## src/rtl/rsa_mont_exit.sv

```systemverilog
// Montgomery-domain exit: o_m = a * 2^(-WIDTH) mod N, computed one bit per cycle
// by halving t, with N added first whenever t is odd.
module rsa_mont_exit #(
   parameter int WIDTH = 256
) (
   input  logic             i_clk,
   input  logic             i_rst,
   input  logic [WIDTH-1:0] i_N,
   input  logic [WIDTH-1:0] i_a,
   input  logic             i_input_ready,
   output logic [WIDTH-1:0] o_m,
   output logic             o_output_ready,
   output logic             o_busy
);

   localparam int            CW   = $clog2(WIDTH + 1);
   localparam logic [CW-1:0] LAST = CW'(WIDTH);

   typedef enum logic [0:0] {
      S_IDLE = 1'b0,
      S_PROC = 1'b1
   } state_t;

   state_t           state_q;
   logic [WIDTH:0]   t_q;
   logic [WIDTH-1:0] n_q;
   logic [CW-1:0]    count_q;
   logic [WIDTH-1:0] m_q;
   logic             ready_q;
   logic             busy_q;

   logic [WIDTH:0]   n_ext_s;
   logic [WIDTH:0]   sum_s;
   logic [WIDTH:0]   step_d;
   logic [WIDTH:0]   sub_s;
   logic [WIDTH-1:0] m_d;

   // t stays below 2^WIDTH on every step, so t + N never needs more than WIDTH+1 bits
   assign n_ext_s = {1'b0, n_q};
   assign sum_s   = t_q + n_ext_s;
   assign step_d  = t_q[0] ? (sum_s >> 1) : (t_q >> 1);
   assign sub_s   = t_q - n_ext_s;
   assign m_d     = (t_q >= n_ext_s) ? sub_s[WIDTH-1:0] : t_q[WIDTH-1:0];

   // Control FSM with operand capture, iteration counter and registered outputs
   always_ff @(posedge i_clk or negedge i_rst) begin
      if (!i_rst) begin
         state_q <= S_IDLE;
         t_q     <= '0;
         n_q     <= '0;
         count_q <= '0;
         m_q     <= '0;
         ready_q <= 1'b0;
         busy_q  <= 1'b0;
      end else begin
         ready_q <= 1'b0;
         case (state_q)
            S_IDLE: begin
               if (i_input_ready) begin
                  t_q     <= {1'b0, i_a};
                  n_q     <= i_N;
                  count_q <= '0;
                  busy_q  <= 1'b1;
                  state_q <= S_PROC;
               end else begin
                  busy_q  <= 1'b0;
                  state_q <= S_IDLE;
               end
            end
            S_PROC: begin
               if (count_q == LAST) begin
                  m_q     <= m_d;
                  ready_q <= 1'b1;
                  busy_q  <= 1'b0;
                  state_q <= S_IDLE;
               end else begin
                  t_q     <= step_d;
                  count_q <= count_q + CW'(1);
                  busy_q  <= 1'b1;
                  state_q <= S_PROC;
               end
            end
            default: begin
               busy_q  <= 1'b0;
               state_q <= S_IDLE;
            end
         endcase
      end
   end

   assign o_m            = m_q;
   assign o_output_ready = ready_q;
   assign o_busy         = busy_q;

endmodule

```

## config.mk

```make
export PLATFORM = sky130hd
export DESIGN_NAME = rsa_mont_exit
export DESIGN_NICKNAME = d
export VERILOG_FILES = /design/src/rtl/rsa_mont_exit.sv
export SDC_FILE = /design/constraint.sdc
export NUM_CORES = 2
export LEC_CHECK = 0
export CAP_MARGIN = 20
export CORE_MARGIN = 5
export CORE_UTILIZATION = 40
export DETAILED_ROUTE_END_ITERATION = 7
export GPL_TIMING_DRIVEN = 0
export HOLD_SLACK_MARGIN = 0.02
export PLACE_DENSITY = 0.62
export SLEW_MARGIN = 20
export SYNTH_ARGS = -nofsm -noshare
export SYNTH_HDL_FRONTEND = slang
export SYNTH_SLANG_ARGS = --single-unit
```

## constraint.sdc

```tcl
create_clock -name i_clk -period 14.8 [get_ports i_clk]
set_input_delay 2.22 -clock i_clk [delete_from_list [all_inputs] [get_ports i_clk]]
set_output_delay 2.22 -clock i_clk [all_outputs]
set_load 0.02 [all_outputs]
```

==> reports/metrics.yaml <==
dieArea_um2: 194000
clock-sinks: 779
synth_seq_cells: 779
grt_pass1_vias: 89097
wl_per_cell_um: 38.5
worst_path_most_repeated_cell: "a21oi_1"
grt-ovfl-total: 0
cp_data_arrival_time_ns: 10.95
core_um2: 185000
relSlewSlack_pct: 4.86
yosys_warnings: 0
cp.required_ns: 15.47
clk_pin_slew_ns: 0.07
tightest_slew_ns: 1.41
hpwl_um: 443000
rows: 158
grt_pass1_wl_um: 715000
critPathMaxFanout: 10
cpMaxStageDelayCell: "a21oi_1"
mappedNetlistArea_um2: 74100
drc: 40
max_freq_mhz: 97.3
io_buffers: 771
slew_violations: 0
start_util_pct: 40.1
synth-edff-count: 0
final_layout_size_suffix_gt1_share_pct: 4.88
vias: 95169
antenna_found_initial: 69
drt_iter0_markers: 16467
rsz0062_at_grt: "false"
fin_tns_setup_ns: 0
cts_resized: 0
yosysSeqAreaShare_pct: 26.3
postCtsHoldBufs: 0
routed_wirelength_um: 534000
first_pass_iters: 8
maxCapViolCount: 0
grt_use_total_pct: 52.5
worst-setup-path-type: "register to register"
synth_top_area_cell: "dfrtp_1"
ioPinCount: 773
async_flop_share_pct: 100
die_h_um: 441
status: "complete, but fails checks"
cts_tree: "built"
vias_per_cell: 6.87
nets: 12284
cp_cell_sequence: "clkbuf_1 > inv_2 > clkbuf_2 > clkbuf_2 > ha_1 > inv_1 > fa_1 > a21oi_1 > o211ai_1 > a221o_1 > a2111o_1 > a21oi_1 > o211ai_1 > o2bb2ai_1 > a22oi_1 > a21oi_1 > nor2_1 > o221ai_1 > a21oi_1 > o31ai_1 > mux2i_1 > nand3_1"
setup_viol: 0
start_kind: "register"
cts-root-buf: "clkbuf_16"
hold_ws_ns: 0.484
timing.final.crit_share_pct: 69.5
finalHoldViolations: 0
chipWidth_um: 441
numCtsBuffers: 97
syn_to_final_growth_pct: 20.7
finalClockSkew_ns: 0.0484
cts_max_level: 3
failed_checks: "design-rule violations"
final_common_cell: "a21oi_1"
ant_nets: 0
syn-num-nets: 11367
synth_top_area_share_pct: 26.3
synth_cells: 10336
layout_min_cycle_time_ns: 10.28
clk_path_buf_depth: 3
synth_cell_types: 97
min_path_type: "register to register"
max_stage_delay_ns: 1.01
final_cell_mix: "a21oi_1, nand2_1, nor2_1"
gp_congestion: 1.18
clock_latency_ns: 0.80
grt_max_degree: 106
ys.flop_type: "dfrtp_1"
ys_top_cells_by_area: "dfrtp_1, a21oi_1, ha_1"
post_cts_buffers: 0
cp-end-kind: "register"
avgSynthCellArea_um2: 7.17
-- flip-flops by register name, summed over array words and instances, names as in the netlist --
name            count
o_m               256
t_q               256
count_q             9
o_output_ready      1
n_q               256
o_busy              1
-- cell families (layout without fill, tap and decap cells) --
family                   after synthesis  count (layout)  share of synthesized area [%]
AO/OA/AOI/OAI                       3916            3916                           31.5
AND/OR/NAND/NOR                     3386            3386                           20.6
buffers and inverters               1195            2187                           6.36
flip-flops                           779             779                           26.3
adder cells (fa/ha/maj)              516             516                           8.73
XOR/XNOR                             476             476                           5.62
multiplexers                          68              68                          0.923
other                                  0              53                              0
-- synth_stat cells, drive strengths merged, types with 13 or more instances --
master,instances
a221oi,39
nor2b,131
o31a,22
o2111ai,14
nor4,203
o21ai,1087
nand2,1254
a21oi,1460
o21a,73
or3,35
or4,20
a21o,108
inv,586
nand3,166
o31ai,179
mux2i,65
clkbuf,410
nor2,1016
clkinv,13
a31oi,136
o21bai,214
a221o,22
nor3,156
a211oi,179
and2,41
buf,186
ha,514
nand2b,44
o22ai,72
a311oi,14
o211ai,85
a21boi,67
a41oi,13
or2,34
o221ai,19
dfrtp,779
nand4,207
xor2,20
xnor2,456
and3,31
and4,19
o41ai,20
-- critical path, delay by kind of cell, from the launching register on --
family                     cells  cell delay (ns)
AOI/OAI and AO/OA             12             5.91
buffers and inverters          5             2.15
DFF                            1             0.40
adders and majority gates      2             0.69
and+or+nand+nor                2             0.62
muxes                          1             0.31
-- final cells by class --
type                            count  area (µm²)
Antenna cell                       53         133
Clock buffer                      119        2640
Buffer                            596        2540
Fill cell                       18537       95400
Sequential cell                   779       19500
Multi-Input combinational cell   8362       50300
Inverter                          599        2250
Tap cell                         2480        3100
Clock inverter                     55         681
Timing Repair Buffer              818        8380
-- path summary, 6_finish.rpt --
kind                            slack, ns                    to           startpoint  cells past startpoint
min in group asynchronous            1.41   o_m[72]$_DFFE_PN0P_                i_rst                      1
max in group asynchronous           11.02  o_m[200]$_DFFE_PN0P_                i_rst                      5
worst min register to register       0.48   o_m[76]$_DFFE_PN0P_  o_m[76]$_DFFE_PN0P_                      2
worst max register to register       4.52  o_m[252]$_DFFE_PN0P_   t_q[0]$_DFFE_PN0P_                     22
worst max-delay path                 4.52  o_m[252]$_DFFE_PN0P_   t_q[0]$_DFFE_PN0P_                     22
worst min-delay path                 0.48   o_m[76]$_DFFE_PN0P_  o_m[76]$_DFFE_PN0P_                      2
-- layer usage --
metal	global-route usage (%)	part of all wire, %	vias to the layer above
li1	-	-	38850
met1	65.6	37	46067
met2	71.0	38	8163
met3	19.8	14	2051
met4	43.4	11	38
met5	1.39	0.10	-
-- stage by stage --
stage                     util [%]  setup slack [ns]  instance area, µm²  cells
final                         48.4              4.52               89500  13861
after global routing          48.4              5.02               89400  13824
after CTS                     48.3              5.54               89200  13802
after detailed placement      46.5              5.57               85900  13628
after global placement        46.0            -24.46               85000  13587
after floorplan                  -              9.76               74100  10336
Power is not shown: default switching activity piles up to over one toggle a cycle in this logic, so the estimate is an artifact.
